**src/rtl/dispatch_ctrl.sv**
```systemverilog
// Dispatch front-end: circular decode queue (3 in / 3 out) that releases the longest
// in-order head prefix fitting ROB/RS/free-list/SQ headroom; counts structural stalls.
module dispatch_ctrl #(
  parameter int WIDTH = 3,
  parameter int DEPTH = 8,
  parameter int PKT_W = 96,
  parameter int CNT_W = 6
) (
  input  logic                   clock,
  input  logic                   reset,
  input  logic                   squash_in,
  input  logic [WIDTH-1:0]       fetch_valid,
  input  logic [WIDTH*PKT_W-1:0] fetch_pkt,
  input  logic [WIDTH-1:0]       fetch_is_store,
  input  logic [WIDTH-1:0]       fetch_has_dest,
  output logic [1:0]             fetch_ready_num,
  input  logic [CNT_W-1:0]       rob_free_num,
  input  logic [CNT_W-1:0]       rs_free_num,
  input  logic [CNT_W-1:0]       fl_free_num,
  input  logic [CNT_W-1:0]       sq_free_num,
  output logic [WIDTH-1:0]       dispatch_valid,
  output logic [WIDTH*PKT_W-1:0] dispatch_pkt,
  output logic [WIDTH-1:0]       dispatch_is_store,
  output logic [WIDTH-1:0]       dispatch_has_dest,
  output logic [1:0]             dispatch_num,
  output logic [31:0]            stall_cycles
);
  localparam int PTR_W = $clog2(DEPTH);

  logic [PTR_W-1:0] r_head;
  logic [PTR_W-1:0] r_tail;
  logic [PTR_W:0]   r_count;
  logic [PKT_W-1:0] r_pkt [DEPTH];
  logic [DEPTH-1:0] r_store;
  logic [DEPTH-1:0] r_dest;
  logic [31:0]      r_stall;

  logic [PTR_W:0]   w_space;
  logic [1:0]       w_lead;
  logic [1:0]       w_push_n;
  logic [1:0]       w_pop_n;
  logic [PTR_W-1:0] w_rd_idx [WIDTH];
  logic [PTR_W-1:0] w_wr_idx [WIDTH];
  logic [CNT_W:0]   w_dest_sum;
  logic [CNT_W:0]   w_store_sum;
  logic             w_fit;

  // Space is judged on registered occupancy only; same-cycle pops never free slots early.
  assign w_space         = (PTR_W+1)'(DEPTH) - r_count;
  assign fetch_ready_num = squash_in ? 2'd0 :
                           (w_space >= (PTR_W+1)'(3)) ? 2'd3 : w_space[1:0];

  always_comb begin
    w_lead = 2'd0;
    if (fetch_valid[0]) begin
      w_lead = 2'd1;
      if (fetch_valid[1]) begin
        w_lead = 2'd2;
        if (fetch_valid[2]) w_lead = 2'd3;
      end
    end
  end

  assign w_push_n = (w_lead > fetch_ready_num) ? fetch_ready_num : w_lead;

  for (genvar g = 0; g < WIDTH; g++) begin : g_slot
    assign w_rd_idx[g] = r_head + PTR_W'(g);
    assign w_wr_idx[g] = r_tail + PTR_W'(g);
    assign dispatch_pkt[g*PKT_W +: PKT_W] = r_pkt[w_rd_idx[g]];
    assign dispatch_is_store[g]           = r_store[w_rd_idx[g]];
    assign dispatch_has_dest[g]           = r_dest[w_rd_idx[g]];
  end

  // Resource sums grow monotonically with k, so the first misfit ends the prefix.
  always_comb begin
    w_pop_n     = 2'd0;
    w_dest_sum  = '0;
    w_store_sum = '0;
    w_fit       = !squash_in;
    for (int i = 0; i < WIDTH; i++) begin
      w_dest_sum  = w_dest_sum + (CNT_W+1)'(r_dest[w_rd_idx[i]]);
      w_store_sum = w_store_sum + (CNT_W+1)'(r_store[w_rd_idx[i]]);
      w_fit = w_fit && (r_count > (PTR_W+1)'(i)) &&
              (rob_free_num > CNT_W'(i)) && (rs_free_num > CNT_W'(i)) &&
              (w_dest_sum <= {1'b0, fl_free_num}) && (w_store_sum <= {1'b0, sq_free_num});
      if (w_fit) w_pop_n = 2'(i + 1);
    end
  end

  assign dispatch_num   = w_pop_n;
  assign dispatch_valid = {w_pop_n == 2'd3, w_pop_n >= 2'd2, w_pop_n >= 2'd1};
  assign stall_cycles   = r_stall;

  always_ff @(posedge clock) begin
    if (reset) begin
      r_head  <= '0;
      r_tail  <= '0;
      r_count <= '0;
      r_stall <= '0;
    end else if (squash_in) begin
      r_head  <= '0;
      r_tail  <= '0;
      r_count <= '0;
    end else begin
      r_tail  <= r_tail + PTR_W'(w_push_n);
      r_head  <= r_head + PTR_W'(w_pop_n);
      r_count <= r_count + (PTR_W+1)'(w_push_n) - (PTR_W+1)'(w_pop_n);
      if (r_count != '0 && w_pop_n == 2'd0 && r_stall != '1)
        r_stall <= r_stall + 32'd1;
    end
  end

  always_ff @(posedge clock) begin
    for (int i = 0; i < WIDTH; i++) begin
      if (2'(i) < w_push_n) begin
        r_pkt[w_wr_idx[i]]   <= fetch_pkt[i*PKT_W +: PKT_W];
        r_store[w_wr_idx[i]] <= fetch_is_store[i];
        r_dest[w_wr_idx[i]]  <= fetch_has_dest[i];
      end
    end
  end

  always_ff @(posedge clock) begin
    if (!reset) begin
      assert (r_count <= (PTR_W+1)'(DEPTH));
      assert (PTR_W'(r_tail - r_head) == r_count[PTR_W-1:0]);
    end
  end

endmodule

```
**config.mk**
```make
export PLATFORM = sky130hd
export DESIGN_NAME = dispatch_ctrl
export DESIGN_NICKNAME = d
export VERILOG_FILES = /design/src/rtl/dispatch_ctrl.sv
export SDC_FILE = /design/constraint.sdc
export NUM_CORES = 2
export LEC_CHECK = 0
export CAP_MARGIN = 0
export CORE_ASPECT_RATIO = 1.4
export CORE_MARGIN = 2
export CORE_UTILIZATION = 39
export DETAILED_ROUTE_END_ITERATION = 8
export SYNTH_ARGS = -nofsm -noshare
export SYNTH_HDL_FRONTEND = slang
export SYNTH_SLANG_ARGS = --single-unit
```
**constraint.sdc**
```tcl
create_clock -name clock -period 23.5 [get_ports clock]
set_clock_uncertainty 0.1 [all_clocks]
set_input_delay 3.525 -clock clock [delete_from_list [all_inputs] [get_ports clock]]
set_output_delay 3.525 -clock clock [all_outputs]
set_load 0.03 [all_outputs]
```
## Word-level counts from Yosys, hierarchy flattened

Memory sizes are Yosys's and may differ from the RTL's. A register that Yosys moved wholly into a read port is not among the register bits.
Index checks and enable logic that the tools add are counted.

- Output and inout port bits: 333
- Logic and storage cells: 126
- RAM bits: 768
- Flip-flop bits (word level): 58
- Bits of input ports: 324
- Memories kept: 1

- Equality and inequality tests: 2
- Reduce and logical (&&, ||, !) cells: 25
- Bitwise logic cells: 1
- Muxes and demuxes: 46
- $add $sub $neg: 14
- Order comparisons: 31

Memory list:

| name | depth | bits a word | rd ports | clocked after Yosys merged registers in | wr ports | line | RTL |
|---|---|---|---|---|---|---|---|
| r_pkt | 8 | 96 | 3 | 1 | 3 | 33 | `logic [PKT_W-1:0] r_pkt [DEPTH];` |

Operators by type and width:

| operator | count |
|---|---|
| $bwmux 8 | 6 |
| $mux 8 | 6 |
| $add 32x1->32 const B | 1 |
| $ne 32x32->1 const B | 1 |
| $gt 6x1->1 const B | 4 |
| $lt 3x4->1 const B | 6 |
| $logic_and 1x1->1 | 20 |
| $bmux 1 s3 | 6 |
| $mux 1 | 17 |
| $mux 2 | 7 |
| $gt 6x2->1 const B | 2 |
| $le 1x6->1 | 2 |
| $le 2x6->1 | 2 |
| $le 3x6->1 | 2 |
| $demux 1 s3 | 3 |
| $ge 3x1->1 const B | 3 |
| $gt 4x1->1 const B | 2 |
| $add 2x1->3 | 2 |
| $add 3x1->3 const B | 2 |
| $add 3x2->3 | 2 |
| $add 3x2->3 const B | 2 |
| $add 1x1->2 | 2 |
| $add 4x2->4 | 1 |
| $ge 4x2->1 const B | 1 |
| 16 further kinds | 17 |

## Logic depth before layout (Yosys ltp)

- Depth in word-level cells: 21
- Mapped depth: 21

## Least setup slack after synthesis

Ideal clock, no wire load.

- Kind: input -> register
- Start point: input port squash_in
- End point: memory r_pkt[0][0] (enable)
- Path buffers: 2
- Path slack: 10.487 ns
- Data required time: 22.717 ns
- Data arrival time: 12.230 ns
- Stages: 8
- Path through: buf_2 -> nor2_1 -> ha_1 -> and2_1 -> a2111oi_0 -> a221oi_1 -> clkbuf_1 -> o21ai_0

RTL lines:

| element | line | RTL |
|---|---|---|
| start, declared | 11 | `input logic squash_in,` |
| end, declared | 33 |  |

## Final worst setup path

- Start point: input port fl_free_num[0]
- End point: output port dispatch_valid[2]

- Word-level cells in the longest chain between the ends: 15

RTL lines:

| element | line | RTL |
|---|---|---|
| start, declared | 19 | `input logic [CNT_W-1:0] fl_free_num,` |
| $le 1x6->1 | 85 | `(w_dest_sum <= {1'b0, fl_free_num}) && (w_store_sum <= {1'b0, sq_free_num});` |
| $logic_and 1x1->1 | 84 | `(rob_free_num > CNT_W'(i)) && (rs_free_num > CNT_W'(i)) &&` |
| $logic_and 1x1->1 | 85 |  |
| $logic_and 1x1->1 (2 in a row) | 83 | `w_fit = w_fit && (r_count > (PTR_W+1)'(i)) &&` |
| $logic_and 1x1->1 (2 in a row) | 84 |  |
| $logic_and 1x1->1 | 85 |  |
| $logic_and 1x1->1 (2 in a row) | 83 |  |
| $logic_and 1x1->1 (2 in a row) | 84 |  |
| $logic_and 1x1->1 | 85 |  |
| $mux 2 (*) | 86 | `if (w_fit) w_pop_n = 2'(i + 1);` |
| $eq 2x2->1 (*) | 91 | `assign dispatch_valid = {w_pop_n == 2'd3, w_pop_n >= 2'd2, w_pop_n >= 2'd1};` |
| end, declared | 21 | `output logic [WIDTH-1:0] dispatch_valid,` |

Mark *: on every way between the ends. The rest lies on a longest branch, timed or not.

==> reports/results.env <==
NET-SWITCHING-POWER_uW=2277
DRT-PASS1-ITER-COUNT=8
DRT_ITER0_DRC=3584
AVGSYNTHCELLAREA_UM2=11.47
COREAREA_UM2=151600
VIAS_IN_THE_FIRST_GLOBAL_ROUTE=45177
TIMING_MAX_TRANSITION_VIOLATIONS_FINAL=0
IR_DROP_mV=0.05279
GRT_PASS1_WL_UM=313800
FINALNETCOUNT=5694
CRITICAL_PATH_ARRIVAL_NS=6.89
WORSTPATHCELLLIST='clkdlybuf4s50_1 > ha_1 > nor3_1 > a22o_1 > or3_2 > nor3_1 > buf_4 > and2_1 > clkdlybuf4s50_1'
NUMCLOCKSINKS=826
SLEW_HEADROOM_PCT=11.95
ANTENNA_FOUND_INITIAL=64
COUNT_OF_BUFFER_AND_INVERTER_CELLS_ON_THE_CRITICAL_PATH=3
POSTSYNTH.ASYNCRESETSHARE_PCT=0
CTSROOTBUFFERMASTER='clkbuf_16'
DETAILED_PLACE.AREA_UM2=66420
PLACEMENT_ROWS=169
POST-PLACE-WS_NS=13.03
RSZ0062_AT_GRT='no'
SYN_AREA_UM2=59660
GPL.FINAL_WEIGHTED_CONGESTION=0.8546
P_INT_uW=3816
CRITICAL_PATH.TOP_DELAY_FAMILY='buffers and inverters'
CRITICAL_PATH_CLASS='in2out'
LAYOUT_COMMONEST_CELL='nand2_1'
FINAL.MIN_CLOCK_PERIOD_NS=10.51
MOST-COMMON-LAYOUT-CELLS='790 x nand2_1, 782 x o21ai_0, 769 x mux2i_1'
SYNTH_FF_TYPE='edfxtp_1'
SYNTH.YOSYS.WARNINGS=0
YOSYSSEQAREASHARE_PCT=40.60
CP_SLOWEST_CELL='clkdlybuf4s50_1'
END_KIND='primary output'
POWER_uW=6093
DESIGN_AREA_FINAL_UM2=69480
DRC_ERRORS=0
CRIT_FANOUT=6
FLOORPLAN.DIE.HEIGHT_UM=466.8
SYNTHESIZED_NET_COUNT=5570
CRIT_REQUIRED_NS=19.88
SETUP_VIOLATIONS=0
DIE_WIDTH_UM=334.6
FLOORPLAN.INITIALDENSITY_PCT=39.35
AREAGROWTHSYNTHTOFINISH_PCT=16.46
NETSWITCHINGFRACTION_PCT=37.37
COUNT_OF_PINS_ON_THE_BLOCK_BOUNDARY=657
CRIT_PATH_START_KIND='input port'
CTS_HTREE_LEVELS=3
POSTCTSRESIZEDCELLS=0
DESIGN.DIE.AREA_UM2=156200
MIN-DELAY-PATH-CLASS='reg2reg'
POWER_FRAC_CLOCK_PCT=24.4
WORST-SLEW-PIN-TRANSITION_NS=1.321
CTS_HOLD_BUFFERS=0
CLOCKBUFFERDEPTH=3
FINAL.PERIOD_UTILIZATION_PCT=44.73
TIMING.FINAL.HOLD_VIOLATIONS=0
POST_ROUTE_SETUP_SLACK_NS=12.99
CTS_TREE='done'
FIN_UTIL_PCT=45.83
DETAILEDPLACEMENTHPWL_UM=131500
CLK_LATENCY_NS=0.73
ROUTEDWLPERCELL_UM=29.52
POST_CTS_BUFFERS=0
RUN_STATUS='finished clean'
NUMBER_OF_PORT_BUFFERS=656
GRT.TOTAL_USAGE_PCT=27.35
PWR-SHARE-COMB_PCT=44.1
STATIC-LEAKAGE-POWER_uW=0.02284
TOTALWIRELENGTH_UM=218100
CTS-BUFFERS-INSERTED=94
DR_TOTAL_VIAS=45157
DETAILED_ROUTE_VIAS_PER_INSTANCE=6.111
SYNTH-EDFF-COUNT=768
GRT_START_MAX_NET_PINS=195
YS_SEQ_ELEMENTS=826
MAX-CAP-VIOLATIONS=0
FMAX_MHz=95.14
SYN_INST=5203
PWR_DENSITY_CELL_nW_PER_UM2=87.69
POST_SYNTH_NUM_CELL_TYPES=71
CRITICAL_PATH.MAX_STAGE_DELAY_NS=0.66
SHARE_SEQ_OF_TOTAL_POWER_PCT=31.5
DRIVE_GT1_SHARE_PCT=21.47
TOTALNEGATIVESETUPSLACK_NS=0
GLOBALROUTE.TOTALOVERFLOW=0
DETAIL-ROUTE-ANTENNA-NETS=0
CLOCK_PIN_SLEW_WORST_SETUP_AND_HOLD_PATHS_NS=0.06
state kept, by name, summed over array words and instances, names as in the netlist:
name and count:
r_count 4, r_dest 8, r_head 3, r_pkt 768, r_store 8, r_tail 3, stall_cycles 32
tightest hold or removal path, delay by kind of cell, from the launching register on:
kind	cells	cell delay [ns]
AOI/OAI and AO/OA	2	0.13
DFF	1	0.33
kinds of logic (layout without fill, tap and decap cells):
logic type	count (synthesis)	count (layout)	share of synthesized area, %
fa+ha+maj	43	43	0.9647
compound gates	915	915	8.158
buf+inv	743	938	5.786
mux	1663	1663	37.17
flops	826	826	40.60
other cells	0	25	0
xor+xnor	10	10	0.1468
simple gates	1003	1003	7.170
area by class of cell:
| type | count | area [um^2] |
|---|---|---|
| Multi-Input combinational cell | 3634 | 32270 |
| Clock inverter | 56 | 564.3 |
| Sequential cell | 826 | 24230 |
| Tap cell | 1966 | 2460 |
| Inverter | 28 | 112.6 |
| Timing Repair Buffer | 743 | 7345 |
| Fill cell | 13656 | 82130 |
| Antenna cell | 25 | 62.56 |
| Clock buffer | 111 | 2436 |
power by group through the flow:
stage | Sequential [uW] | Combinational (uW) | Clock [uW]
global route | 1930 | 2830 | 1560
CTS | 1920 | 2690 | 1510
floorplan | 1960 | 1690 | 0
global placement | 1940 | 2660 | 0
detailed placement | 1950 | 2680 | 0
finish | 1920 | 2690 | 1490
cells in the mapped netlist (26+ instances only):
master    count  area share, %
buf_2       160            1.3
inv_1        26           0.16
nor2_1       38           0.24
nand2_1     790            5.0
mux2_2      501            9.5
nand3_1      42           0.35
buf_4       121            1.5
buf_1       162            1.0
ha_1         38           0.80
clkbuf_1    270            1.7
edfxtp_1    768             39
o21ai_0     790            6.6
mux2i_1     769             13
mux4_2      392             15
dfxtp_1      58            1.9
per-stage QoR:
step,hold WS [ns],instances
2_1_floorplan,0.3710,5203
3_3_place_gp,0.3745,7197
3_5_place_dp,0.3879,7197
4_1_cts,0.3958,7364
5_1_grt,0.4248,7376
6_report,0.3976,7389
metal layers:
layer | wire length, um | share of wire (%) | track usage (%) | up-vias
li1 | - | - | - | 19825
met1 | 85020 | 39 | 33.53 | 22828
met2 | 103600 | 47 | 45.25 | 1948
met3 | 21720 | 10 | 8.405 | 468
met4 | 7226 | 3.3 | 10.07 | 88
met5 | 547 | 0.25 | 0 | -
worst paths after layout:
| kind | startpoint | endpoint | slack (ns) | cells after the start |
|---|---|---|---|---|
| worst max-delay path | fl_free_num[0] | dispatch_valid[2] | 12.99 | 9 |
| worst max register to register | r_head[0] | r_count[2] | 16.68 | 19 |
| worst min register to register | stall_cycles[30] | stall_cycles[30] | 0.40 | 2 |
| worst min-delay path | stall_cycles[30] | stall_cycles[30] | 0.40 | 2 |
No activity file was read; power rests on OpenSTA's default activity.
